[src/rtl/mem_port_arbiter_if.sv]
// Bus bundle between the two requesters, the arbiter and the memory macro.
interface mem_port_arbiter_if #(
  parameter int unsigned AW = 32,
  parameter int unsigned DW = 32
);
  // requester side, packed {requester1, requester0}
  logic [1:0]      req;
  logic [1:0]      we;
  logic [3:0]      mode;
  logic [2*AW-1:0] addr;
  logic [2*DW-1:0] wdata;
  logic [1:0]      gnt;
  logic [1:0]      rvalid;
  logic [DW-1:0]   rdata;

  // memory side
  logic            mem_en;
  logic            mem_we;
  logic [1:0]      mem_mode;
  logic [AW-1:0]   mem_addr;
  logic [DW-1:0]   mem_wdata;
  logic [DW-1:0]   mem_rdata;

  // status
  logic            busy;
  logic            owner;

  // environment view: requesters plus the memory macro
  modport master (
    output req, we, mode, addr, wdata, mem_rdata,
    input  gnt, rvalid, rdata, mem_en, mem_we, mem_mode, mem_addr, mem_wdata,
           busy, owner
  );

  // arbiter view
  modport slave (
    input  req, we, mode, addr, wdata, mem_rdata,
    output gnt, rvalid, rdata, mem_en, mem_we, mem_mode, mem_addr, mem_wdata,
           busy, owner
  );
endinterface

[src/rtl/mem_port_arbiter.sv]
// Round-robin arbiter sharing one synchronous memory port between the core
// (requester 0) and the debug/loader port (requester 1).
// Each transaction runs ARB -> ISSUE -> RESP; arbitration for the next one
// overlaps the RESP cycle so back-to-back traffic sustains one access per
// two cycles.
module mem_port_arbiter #(
  parameter int unsigned AW = 32,
  parameter int unsigned DW = 32
) (
  input logic               clk,
  input logic               reset,
  mem_port_arbiter_if.slave bus
);

  typedef enum logic [1:0] {
    IDLE  = 2'd0,
    ISSUE = 2'd1,
    RESP  = 2'd2
  } state_t;

  // Captured access, frozen at the arbitration edge.
  typedef struct packed {
    logic          we;
    logic [1:0]    mode;
    logic [AW-1:0] addr;
    logic [DW-1:0] wdata;
  } xact_t;

  state_t     state;
  logic       last;
  logic       owner_q;
  logic [1:0] gnt_q;
  logic [1:0] rvalid_q;
  logic       mem_en_q;
  logic       mem_we_q;
  logic       busy_q;
  xact_t      cap;

  logic       any_req;
  logic       win;
  xact_t      sel;

  function automatic logic [1:0] onehot(input logic idx);
    return idx ? 2'b10 : 2'b01;
  endfunction

  // Pick the winner (tie goes to the requester that did not win last) and
  // mux out its request fields.
  always_comb begin
    any_req = |bus.req;
    win     = 1'b0;
    if (bus.req == 2'b11) begin
      win = ~last;
    end else if (bus.req[1]) begin
      win = 1'b1;
    end
    sel.we    = win ? bus.we[1]          : bus.we[0];
    sel.mode  = win ? bus.mode[3:2]      : bus.mode[1:0];
    sel.addr  = win ? bus.addr[AW +: AW] : bus.addr[0 +: AW];
    sel.wdata = win ? bus.wdata[DW +: DW] : bus.wdata[0 +: DW];
  end

  // Transaction sequencer; strobes default low so gnt/rvalid/mem_en are
  // single-cycle pulses.
  always_ff @(posedge clk or posedge reset) begin
    if (reset) begin
      state    <= IDLE;
      last     <= 1'b1;
      owner_q  <= 1'b0;
      gnt_q    <= 2'b00;
      rvalid_q <= 2'b00;
      mem_en_q <= 1'b0;
      mem_we_q <= 1'b0;
      busy_q   <= 1'b0;
      cap      <= '0;
    end else begin
      gnt_q    <= 2'b00;
      rvalid_q <= 2'b00;
      mem_en_q <= 1'b0;
      mem_we_q <= 1'b0;
      unique case (state)
        IDLE, RESP: begin
          if (any_req) begin
            state    <= ISSUE;
            cap      <= sel;
            owner_q  <= win;
            last     <= win;
            gnt_q    <= onehot(win);
            mem_en_q <= 1'b1;
            mem_we_q <= sel.we;
            busy_q   <= 1'b1;
          end else begin
            state    <= IDLE;
            busy_q   <= 1'b0;
          end
        end
        ISSUE: begin
          state    <= RESP;
          rvalid_q <= onehot(owner_q);
          busy_q   <= 1'b1;
        end
        default: begin
          state    <= IDLE;
          busy_q   <= 1'b0;
        end
      endcase
    end
  end

  // Memory read data lands in the RESP cycle, so it is forwarded straight
  // through; writes return zero with their completion ack.
  assign bus.rdata = ((|rvalid_q) && !cap.we) ? bus.mem_rdata : DW'(0);

  // Output drive from registered state.
  assign bus.gnt       = gnt_q;
  assign bus.rvalid    = rvalid_q;
  assign bus.mem_en    = mem_en_q;
  assign bus.mem_we    = mem_we_q;
  assign bus.mem_mode  = cap.mode;
  assign bus.mem_addr  = cap.addr;
  assign bus.mem_wdata = cap.wdata;
  assign bus.busy      = busy_q;
  assign bus.owner     = owner_q;

endmodule

[src/flat_wrapper.sv]
// flat-port wrapper written by rule: the top's interface ports become plain ports
module mem_port_arbiter_flat 
#(
  parameter int unsigned AW = 32,
  parameter int unsigned DW = 32
)
  (clk, reset, bus_req, bus_we, bus_mode, bus_addr, bus_wdata, bus_mem_rdata, bus_gnt, bus_rvalid, bus_rdata, bus_mem_en, bus_mem_we, bus_mem_mode, bus_mem_addr, bus_mem_wdata, bus_busy, bus_owner);
  mem_port_arbiter_if #(.AW(AW), .DW(DW)) bus_i ();
  input logic clk;
  input logic reset;
  input wire logic [$bits(bus_i.req)-1:0] bus_req;
  input wire logic [$bits(bus_i.we)-1:0] bus_we;
  input wire logic [$bits(bus_i.mode)-1:0] bus_mode;
  input wire logic [$bits(bus_i.addr)-1:0] bus_addr;
  input wire logic [$bits(bus_i.wdata)-1:0] bus_wdata;
  input wire logic [$bits(bus_i.mem_rdata)-1:0] bus_mem_rdata;
  output wire logic [$bits(bus_i.gnt)-1:0] bus_gnt;
  output wire logic [$bits(bus_i.rvalid)-1:0] bus_rvalid;
  output wire logic [$bits(bus_i.rdata)-1:0] bus_rdata;
  output wire logic [$bits(bus_i.mem_en)-1:0] bus_mem_en;
  output wire logic [$bits(bus_i.mem_we)-1:0] bus_mem_we;
  output wire logic [$bits(bus_i.mem_mode)-1:0] bus_mem_mode;
  output wire logic [$bits(bus_i.mem_addr)-1:0] bus_mem_addr;
  output wire logic [$bits(bus_i.mem_wdata)-1:0] bus_mem_wdata;
  output wire logic [$bits(bus_i.busy)-1:0] bus_busy;
  output wire logic [$bits(bus_i.owner)-1:0] bus_owner;
  assign bus_i.req = bus_req;
  assign bus_i.we = bus_we;
  assign bus_i.mode = bus_mode;
  assign bus_i.addr = bus_addr;
  assign bus_i.wdata = bus_wdata;
  assign bus_i.mem_rdata = bus_mem_rdata;
  assign bus_gnt = bus_i.gnt;
  assign bus_rvalid = bus_i.rvalid;
  assign bus_rdata = bus_i.rdata;
  assign bus_mem_en = bus_i.mem_en;
  assign bus_mem_we = bus_i.mem_we;
  assign bus_mem_mode = bus_i.mem_mode;
  assign bus_mem_addr = bus_i.mem_addr;
  assign bus_mem_wdata = bus_i.mem_wdata;
  assign bus_busy = bus_i.busy;
  assign bus_owner = bus_i.owner;
  mem_port_arbiter #(.AW(AW), .DW(DW)) u_core (.clk(clk), .reset(reset), .bus(bus_i));
endmodule
[config.mk]
export PLATFORM = sky130hd
export DESIGN_NAME = mem_port_arbiter_flat
export DESIGN_NICKNAME = d
export VERILOG_FILES = /design/src/rtl/mem_port_arbiter_if.sv /design/src/rtl/mem_port_arbiter.sv /design/src/flat_wrapper.sv
export SDC_FILE = /design/constraint.sdc
export NUM_CORES = 1
export LEC_CHECK = 0
export CAP_MARGIN = 20
export CORE_MARGIN = 3
export CORE_UTILIZATION = 39
export DETAILED_ROUTE_END_ITERATION = 10
export PLACE_DENSITY = 0.86
export SYNTH_ARGS = -nofsm -noshare
export SYNTH_HDL_FRONTEND = slang
export SYNTH_SLANG_ARGS = --single-unit
[constraint.sdc]
create_clock -name clk -period 4 [get_ports clk]
set_input_delay 0.6 -clock clk [delete_from_list [all_inputs] [get_ports clk]]
set_output_delay 0.6 -clock clk [all_outputs]
set_load 0.005 [all_outputs]
### Word level (Yosys, flattened, before mapping)

Cells that the tools add are included.

* word-level logic and storage cells: 42
* register bits after elaboration: 78
* input bits: 170
* output and inout port bits: 106

* equality and inequality tests: 3
* muxes and demuxes: 19
* bitwise logic cells: 1
* reductions and logical operators: 7

Operator list (count)
* $mux 32: 3
* $mux 2: 6
* $mux 1: 8
* $reduce_or 2->1: 3
* $eq 2x2->1 const B: 2
* $pmux 2 s2: 1
* $eq 2x1->1 const B: 1
* $logic_not 2->1: 1
* $pmux 1 s2: 1
* $reduce_and 2->1: 1
* $logic_and 1x1->1: 1
* $logic_not 1->1: 1
* $not 1->1: 1

### Longest topological paths before layout

Gate-level depths: netlist of the first run.

* word-level depth: 5
* gate-level depth with buffers: 7
* mapped depth without buffers: 4

### Worst setup path after synthesis of the first run

OpenSTA, ideal clock, no wires.

* path kind: flip-flop to output port
* start: reg u_core.rvalid_q[1] (netlist: u_core.bus.rvalid[1])
* end: out bus_rdata[10]
* path slack: 2.478 ns
* arrival time: 0.922 ns
* cell stages (with the launch flop): 5
* path buffers: 1
* cell sequence: dfrtp_1 -> nor2_1 -> nor2_1 -> clkbuf_1 -> and2_1

* word-level cells in the longest chain between the ends: 3

RTL lines
* start: declaration: line mem_port_arbiter.sv:33 `logic [1:0] rvalid_q;`
* start signal: assignment: line mem_port_arbiter.sv:99 `rvalid_q <= onehot(owner_q);`
* $reduce_or 2->1: line mem_port_arbiter.sv:112 `assign bus.rdata = ((|rvalid_q) && !cap.we) ? bus.mem_rdata : DW'(0);`
* $logic_and 1x1->1: line mem_port_arbiter.sv:112
* $mux 32: line mem_port_arbiter.sv:112
* end: declaration: line flat_wrapper.sv:19 `output wire logic [$bits(bus_i.rdata)-1:0] bus_rdata;`

Every way passes these cells.

### Final worst setup path of the first run

* start: reg u_core.rvalid_q[0] (netlist: u_core.bus.rvalid[0])
* end: out bus_rdata[1]

Same word-level chain as after synthesis.

==> summary.md, run 1 <==
| Metric | Value |
|---|---|
| Width of the die | 108 µm |
| Share of cells above drive strength 1 | 0.0405 |
| GR Layer Usage met3 | 0.0728 |
| Util after Layout | 0.663 |
| Pin count of the biggest net entering global routing | 71 |
| Final min period | 2.43 ns |
| Root Buffer | clkbuf_8 |
| Worst Path Required | 3.40 ns |
| Mapped Area | 4100 µm² |
| Global routing usage on met2 | 0.402 |
| Hpwl dp | 10700 µm |
| Total CTS buffers | 9 |
| Outcome | finished clean |
| Filler instances | 838 |
| DR WL/cell | 17.1 µm |
| Cell count along the critical path | 5 |
| Seq/Total Area, Yosys | 0.471 |
| Yosys Warn Count | 0 |
| CP peak stage delay | 0.52 ns |
| Endpoints failing hold | 0 |
| Max FO, Critical Path | 32 |
| Commonest non-fill, non-tap cell in the layout | clkdlybuf4s50_1 |
| Final setup viols | 0 |
| I/O Pins | 276 |
| Mapped Nets | 664 |
| # DRC | 0 |
| Nets@finish | 857 |
| Final clock skew | 0.0116 ns |
| Final ANT Viol Nets | 0 |
| Hold buffer count at CTS | 0 |
| Worst-path clk slew | 0.09 ns |
| H-tree depth | 3 |
| TritonCTS clock tree | yes |
| PortBufs | 275 |
| R2R depth | 4 |
| Initial antenna violation count | 0 |
| Setup_tns | 0 ns |
| Leak Pwr | 2.77 nW |
| Synthesis-to-layout area growth | 61.9% |
| Die area | 11800 µm² |
| DRT Wirelength | 14100 µm |
| Reg2Reg Setup Slack | 1.90 ns |
| Distinct cells, synth | 19 |
| PostCTS Resize Cnt | 0 |
| CP startpoint kind | register |
| Worst Hold Depth | 1 |
| Core ar. | 10000 µm² |
| Num rows | 36 |
| Longest Clk Path Bufs | 2 |
| Vias | 4029 |
| Vias in the first global route | 4038 |
| Post-CTS setup buffers | 0 |
| Max Cap Viol | 0 |
| RSZ-0062 raised after global routing | false |
| Final slew viol count | 0 |
| Worst slew pin tran | 0.909 ns |
| Post-synthesis cell count | 494 |
| Routability cong. | 0.800 |
| Initial core utilization | 0.410 |
| Nature of the critical path endpoint | output port |
| Crit-path slowest cell | clkdlybuf4s50_1 |
| Worst path arrival time | 1.83 ns |
| Cell Pwr Density | 410 nW/µm² |
| Clock Latency Late Sink | 0.34 ns |
| WP buf/inv | 2 |
| VDD IR max | 0.275 mV |
| Hold Path Class | register to register |
| Critical path's top delay family | buffers and inverters |
| Most frequent cell on the critical path | nor2_1 |
| Average cell area after synthesis | 8.29 µm² |
| Drt first-iter violations | 263 |
| Critical path class | register to output port |
| Max-slew headroom | 0.394 |
| Vias per Instance | 4.88 |
| GR Overflow Total | 0 |
| Diode count | 0 |
| Period Utilization, post-route | 0.607 |
| Clock sink total | 77 |
| Die height | 108 µm |
| Met1 GRT Util | 0.268 |
| Flops & latches, synth | 77 |
| First-pass detailed-route iteration total | 4 |
| Max frequency | 412 MHz |
| Most frequent cells in the layout | 275 x clkdlybuf4s50_1, 134 x a21oi_1, 76 x dfrtp_1 |
| Most used routing layer in global routing | met2 |
| GRT Util Overall | 0.230 |
| Critical path, cell by cell | nor2_1, nor2_1, buf_4, and2_1, clkdlybuf4s50_1 |
| First-pass GRT wire length | 21100 µm |
synth_stat cells:
| library cell | count | share of area |
|---|---|---|
| a31oi_1 | 1 | 0.0015 |
| dfrtp_1 | 76 | 0.46 |
| and2_1 | 33 | 0.050 |
| buf_6 | 3 | 0.0082 |
| buf_2 | 21 | 0.026 |
| buf_4 | 72 | 0.13 |
| clkbuf_1 | 3 | 0.0027 |
| a21bo_1 | 1 | 0.0024 |
| a21o_1 | 1 | 0.0018 |
| nor2_1 | 73 | 0.067 |
| nand2b_1 | 1 | 0.0015 |
| inv_2 | 1 | 0.00092 |
| o21bai_1 | 1 | 0.0018 |
| nand2_1 | 67 | 0.061 |
| a21boi_2 | 1 | 0.0027 |
| inv_1 | 3 | 0.0027 |
| a21oi_1 | 134 | 0.16 |
| dfstp_2 | 1 | 0.0064 |
| mux2i_1 | 1 | 0.0024 |
report_power, final:
group / total (W) / switching, W / internal [W]
clock: 0.000667 / 0.000307 / 0.000360
sequential: 0.00105 / 0.000105 / 0.000948
combinational: 0.000995 / 0.000400 / 0.000595
cell type report:
class / instances / area (µm²) / share of cell area
multi-input cells: 314 / 1480 / 0.223
clock buffers: 9 / 124 / 0.0187
well taps: 133 / 166 / 0.0251
flip-flops and latches: 77 / 1930 / 0.291
repair buffers: 281 / 2810 / 0.424
inverters: 4 / 16.3 / 0.00245
clock inverters: 7 / 104 / 0.0157
worst paths after layout:
kind                                                        to                      startpoint
min in group asynchronous  u_core.bus.mem_wdata[0]$_DFFE_PP0P_                           reset
max in group asynchronous   u_core.bus.mem_addr[9]$_DFFE_PP0P_                           reset
min                             u_core.bus.rvalid[0]$_DFF_PP0_    u_core.bus.owner$_DFFE_PP0P_
max                                               bus_rdata[1]  u_core.bus.rvalid[0]$_DFF_PP0_
max reg2reg                u_core.bus.mem_wdata[3]$_DFFE_PP0P_         u_core.last$_DFFE_PP1P_
min reg2reg                     u_core.bus.rvalid[0]$_DFF_PP0_    u_core.bus.owner$_DFFE_PP0P_
stage by stage:
step | total power [W] | area [µm²] | setup slack (ns) | hold WS (ns) | instances
6_report | 0.00272 | 6630 | 1.57 | 0.497 | 825
3_3_place_gp | 0.00203 | 6380 | 1.31 | 0.468 | 808
5_1_grt | 0.00287 | 6630 | 1.43 | 0.528 | 825
4_1_cts | 0.00275 | 6630 | 1.54 | 0.501 | 825
3_5_place_dp | 0.00207 | 6400 | 1.19 | 0.489 | 809
2_1_floorplan | 0.00161 | 4100 | 1.43 | 0.460 | 494
flip-flops by register name (all words and copies together), names as in the netlist:
register,flops
u_core.bus.busy,1
u_core.bus.gnt,2
u_core.bus.mem_addr,32
u_core.bus.mem_mode,2
u_core.bus.mem_wdata,32
u_core.bus.mem_we,1
u_core.bus.owner,1
u_core.bus.rvalid,2
u_core.cap,1
u_core.last,1
u_core.state,2
cells by family after synthesis:
logic type	synth area share
mux	0.00244
compound gates	0.174
buf+inv	0.172
flops	0.471
simple gates	0.180
layer usage:
layer,up-vias,share of wire
li1,1921,-
met1,1906,0.38
met2,179,0.52
met3,23,0.082
met4,0,0.018
met5,-,0
Power figures use the tool's default switching activity.
==> run 2: changes to the inputs <==
- CORE_UTILIZATION: 39 -> 33
- PLACE_DENSITY: 0.86 -> 0.77
- clock period: 4 -> 2.2 ns (I/O delays scaled with it)
==> run 2 against run 1 <==
  * Cell area rose by 3.0%
  * Core utilization shrank 9.7 points
  * Die area up 17%
  * Sequential power rose by 81%
  * Register-to-register slack worse by 1.1 ns
  * Sequential share of layout area fell by 0.84 points
  * Flip-flop and latch count stayed put
  * Wire length hardly changed
  * Worst setup slack worse by 1.5 ns
  * Highest routed layer unchanged
  * Largest power group unchanged
  * Critical path depth down 1
==> summary.md, run 2 (synthesis results as in run 1) <==
| Metric | Value |
|---|---|
| DR WL/cell | 16.2 µm |
| Most frequent cells in the layout | 275 x clkdlybuf4s50_1, 134 x a21oi_1, 76 x dfrtp_1 |
| Total CTS buffers | 9 |
| Initial core utilization | 0.340 |
| Diode count | 0 |
| Final clock skew | 0.00731 ns |
| Vias per Instance | 4.66 |
| Width of the die | 117 µm |
| Leak Pwr | 2.84 nW |
| Worst Path Required | 1.87 ns |
| PortBufs | 275 |
| Hold buffer count at CTS | 0 |
| Final ANT Viol Nets | 0 |
| CP peak stage delay | 0.50 ns |
| Dpl cell area | 6540 µm² |
| Post-CTS setup buffers | 0 |
| Initial antenna violation count | 0 |
| Worst-path clk slew | 0.06 ns |
| Outcome | finished clean |
| WP buf/inv | 2 |
| Critical path class | register to output port |
| Nature of the critical path endpoint | output port |
| Hold Path Class | primary input to async pin |
| Die height | 117 µm |
| Share of cells above drive strength 1 | 0.0569 |
| Endpoints failing hold | 0 |
| Pin count of the biggest net entering global routing | 48 |
| TritonCTS clock tree | yes |
| Period Utilization, post-route | 0.970 |
| Vias | 4060 |
| Critical path's top delay family | buffers and inverters |
| Longest Clk Path Bufs | 2 |
| GR Overflow Total | 0 |
| Final slew viol count | 0 |
| Worst slew pin tran | 0.472 ns |
| Clock sink total | 77 |
| Commonest non-fill, non-tap cell in the layout | clkdlybuf4s50_1 |
| Core ar. | 12100 µm² |
| DRT Wirelength | 14100 µm |
| Final min period | 2.13 ns |
| Crit-path slowest cell | clkdlybuf4s50_1 |
| Hpwl dp | 10900 µm |
| Worst hold slack | 0.374 ns |
| First-pass GRT wire length | 22200 µm |
| CP startpoint kind | register |
| Drt first-iter violations | 175 |
| I/O Pins | 276 |
| Vias in the first global route | 4192 |
| Die area | 13800 µm² |
| First-pass detailed-route iteration total | 4 |
| VDD IR max | 0.441 mV |
| GRT Util Overall | 0.197 |
| Num rows | 40 |
| Nets@finish | 868 |
| H-tree depth | 3 |
| Root Buffer | clkbuf_16 |
| Max frequency | 469 MHz |
| Worst path arrival time | 1.80 ns |
| Routability cong. | 0.815 |
| # DRC | 0 |
| Final Cell Area | 6830 µm² |
| Final std cells w/o fill | 871 |
| Final setup viols | 0 |
| Max-slew headroom | 0.685 |
| Critical path, cell by cell | nor2_2, buf_4, and2_1, clkdlybuf4s50_1 |
| Filler instances | 1076 |
| Synthesis-to-layout area growth | 66.7% |
| Max Cap Viol | 0 |
| Dpl cells | 854 |
| Cell Pwr Density | 751 nW/µm² |
| Max FO, Critical Path | 16 |
| RSZ-0062 raised after global routing | true |
| Clock Latency Late Sink | 0.33 ns |
[run 2: cell types whose count changed in the layout (fill, tap and decap cells not counted), sizes merged]
cell,delta
buf,+11
clkbuf,+1
clkinvlp,+1
inv,-1
clkinv,+1
bufinv,-2
[run 2: per-layer routing]
layer | routed length [µm] | vias to the layer above | GRT usage
met5 | 0 | - | 0
met4 | 241 | 0 | 0.0579
met3 | 1000 | 22 | 0.0559
met2 | 7160 | 184 | 0.344
li1 | - | 1945 | -
met1 | 5730 | 1909 | 0.237
[run 2: worst paths after layout]
kind,from,end,slack [ns],cells past startpoint
min reg2reg,u_core.bus.owner$_DFFE_PP0P_,u_core.bus.rvalid[0]$_DFF_PP0_,0.49,1
min in group clk,u_core.bus.owner$_DFFE_PP0P_,u_core.bus.rvalid[0]$_DFF_PP0_,0.49,1
max in group asynchronous,reset,u_core.bus.mem_addr[16]$_DFFE_PP0P_,1.18,3
max,u_core.cap[66]$_DFFE_PP0P_,bus_rdata[23],0.07,4
max reg2reg,u_core.last$_DFFE_PP1P_,u_core.bus.mem_wdata[3]$_DFFE_PP0P_,0.76,4
min,reset,u_core.bus.mem_wdata[24]$_DFFE_PP0P_,0.37,2
[run 2: metrics by stage]
stage               total power (W)  setup slack [ns]  setup TNS [ns]   util
detailed placement          0.00378             0.305               0  0.542
floorplan                   0.00293             0.918               0      -
global route                0.00544          -0.00901         -0.0508  0.566
finish                      0.00513            0.0668               0  0.566
global placement            0.00372             0.377               0  0.542
CTS                         0.00519            0.0157               0  0.565
[run 2: final cells by class]
class,instances,area (µm²),area share
Clock buffer,10,229,0.0335
Clock inverter,6,46.3,0.00678
Inverter,4,18.8,0.00275
Multi-Input combinational cell,314,1490,0.218
Sequential cell,77,1930,0.282
Tap cell,168,210,0.0308
Timing Repair Buffer,292,2910,0.426
[run 2: report_power, final]
part	total, W	internal, W	switching, W	leakage (nW)
clock network	0.00137	0.000772	0.000595	0.129
logic	0.00186	0.00112	0.000739	1.84
registers	0.00190	0.00173	0.000177	0.877
total	0.00513	0.00362	0.00151	2.84
[run 2: what timing repair did]
action | in CTS | in global routing
setup endpoints to repair | 3 | 18
gates cloned | 0 | 1
gates resized for setup | 1 | 4
==> run 3: changes to the inputs <==
- CELL_PAD_IN_SITES_DETAIL_PLACEMENT: not set -> 1
- CELL_PAD_IN_SITES_GLOBAL_PLACEMENT: not set -> 1
- CORE_UTILIZATION: 33 -> 22
- PLACE_DENSITY: 0.77 -> 0.76
- SLEW_MARGIN: not set -> 20
==> run 3 against run 2 <==
  * Cell area increased by 2.3%
  * Critical path type unchanged
  * First-iteration DRC count decreased by 33%
  * Wire length increased by 8.8%
  * Clock skew decreased by 0.0018 ns
  * Sequential power about the same
  * Cell count increased by 6.8%
  * Clock power increased by 26%
  * Die area increased by 47%
  * Via count decreased by 2.2%
  * Non-clock buffer count decreased by 2
  * Count of clock-buffer cells in the layout increased by 2
  * Sequential share of layout area decreased by 0.63 points
==> summary.md, run 3 (synthesis results as in run 1) <==
| Metric | Value |
|---|---|
| Num rows | 49 |
| Worst hold slack | 0.403 ns |
| First-pass GRT wire length | 23200 µm |
| Pin count of the biggest net entering global routing | 58 |
| Hold buffer count at CTS | 0 |
| Critical path, cell by cell | nor2_1, nor2_4, buf_4, and2_1, clkdlybuf4s50_1 |
| Worst path arrival time | 1.77 ns |
| Critical path class | register to output port |
| Leak Pwr | 2.88 nW |
| Nature of the critical path endpoint | output port |
| Final min period | 2.10 ns |
| # DRC | 0 |
| Longest Clk Path Bufs | 2 |
| Commonest non-fill, non-tap cell in the layout | clkdlybuf4s50_1 |
| Routability cong. | 0.729 |
| Max frequency | 475 MHz |
| DR WL/cell | 16.5 µm |
| CP startpoint kind | register |
| FF-to-FF Start | u_core.last$_DFFE_PP1P_ |
| Worst setup path start | u_core.bus.rvalid[1]$_DFF_PP0_ |
| Core ar. | 18100 µm² |
| Initial core utilization | 0.226 |
| Most frequent cells in the layout | 275 x clkdlybuf4s50_1, 134 x a21oi_1, 76 x dfrtp_1 |
| Final std cells w/o fill | 930 |
| Final slew viol count | 0 |
| Dpl cell area | 6620 µm² |
| I/O Pins | 276 |
| Die area | 20300 µm² |
| CP peak stage delay | 0.45 ns |
| Final setup viols | 0 |
| Vias per Instance | 4.27 |
| Max layer used | met4 |
| Max FO, Critical Path | 16 |
| Worst Path Required | 1.87 ns |
| GR Overflow Total | 0 |
| Share of cells above drive strength 1 | 0.0514 |
| PortBufs | 275 |
| Die height | 142 µm |
| Hold Path Class | primary input to async pin |
| Endpoints failing hold | 0 |
| Cell Pwr Density | 788 nW/µm² |
| Total CTS buffers | 9 |
| Synthesis-to-layout area growth | 70.5% |
| Vias in the first global route | 4197 |
| Met1 Routed Length | 6300 µm |
| Worst slew pin tran | 0.467 ns |
| Metal2 WL | 7870 µm |
| Setup_tns | 0 ns |
| Nets@finish | 866 |
| Clock sink total | 77 |
| Met3 wire len | 1020 µm |
| GRT Util Overall | 0.146 |
| Vias | 3971 |
| First-pass detailed-route iteration total | 4 |
| Dpl cells | 913 |
| Crit-path slowest cell | clkdlybuf4s50_1 |
| Max Cap Viol | 0 |
| RSZ-0062 raised after global routing | false |
| Root Buffer | clkbuf_16 |
| Period Utilization, post-route | 0.957 |
| Post-CTS setup buffers | 0 |
| Outcome | finished clean |
| Hpwl dp | 11400 µm |
| Final Cell Area | 6980 µm² |
| TritonCTS clock tree | yes |
| H-tree depth | 3 |
| PostCTS Resize Cnt | 0 |
| Width of the die | 142 µm |
| Max-slew headroom | 0.689 |
| VDD IR max | 0.321 mV |
| Final ANT Viol Nets | 0 |
| Clock Latency Late Sink | 0.34 ns |
| Worst-path clk slew | 0.06 ns |
| Drt first-iter violations | 118 |
| Diode count | 0 |
| Final clock skew | 0.00551 ns |
| Initial antenna violation count | 0 |
| DRT Wirelength | 15400 µm |
## run 3: cell count changes in the layout (fill, tap and decap cells not counted), sizes merged
cell and change:
clkinv -1, bufinv +3, clkbuf +2, buf -2, clkinvlp -2, inv -2
## run 3: through the flow
step                 util  worst slack (ns)  power [W]
finish              0.385            0.0955    0.00550
CTS                 0.384            0.0489    0.00561
global route        0.385           0.00725    0.00587
detailed placement  0.365             0.322    0.00383
global placement    0.365             0.378    0.00378
floorplan               -             0.918    0.00293
## run 3: worst max-delay path: cells and delay by family, from the launching register on
| kind | cells | cell delay [ns] |
|---|---|---|
| simple gates | 3 | 0.42 |
| flops | 1 | 0.38 |
| buf+inv | 2 | 0.64 |
## run 3: worst paths after layout
kind | endpoint | slack [ns] | cells past startpoint
worst max-delay path | bus_rdata[12] | 0.1 | 5
worst min-delay path | u_core.bus.mem_wdata[17]$_DFFE_PP0P_ | 0.40 | 3
worst max register to register | u_core.bus.mem_addr[29]$_DFFE_PP0P_ | 0.83 | 4
worst min register to register | u_core.bus.rvalid[0]$_DFF_PP0_ | 0.48 | 1
max in group asynchronous | u_core.bus.mem_addr[3]$_DFFE_PP0P_ | 1.36 | 3
min in group clk | u_core.bus.rvalid[0]$_DFF_PP0_ | 0.48 | 1
## run 3: routing by layer
| metal | vias to the layer above | GRT usage |
|---|---|---|
| li1 | 1935 | - |
| met1 | 1900 | 0.167 |
| met2 | 124 | 0.260 |
| met3 | 12 | 0.0501 |
| met4 | 0 | 0.0350 |
| met5 | - | 0 |
## run 3: final cells by class
cell class,instances,area [µm²]
multi-input combinational,314,1490
clock buffer,12,246
timing repair buffer,290,2920
clock inverter,4,95.1
fill,2133,11200
tap,229,287
sequential,77,1930
inverter,4,18.8
## run 3: report_power, final
part | switching [W] | internal (W) | total, W
clock network | 0.000585 | 0.00114 | 0.00172
registers | 0.000173 | 0.00173 | 0.00190
logic | 0.000754 | 0.00112 | 0.00188
total | 0.00151 | 0.00399 | 0.00550
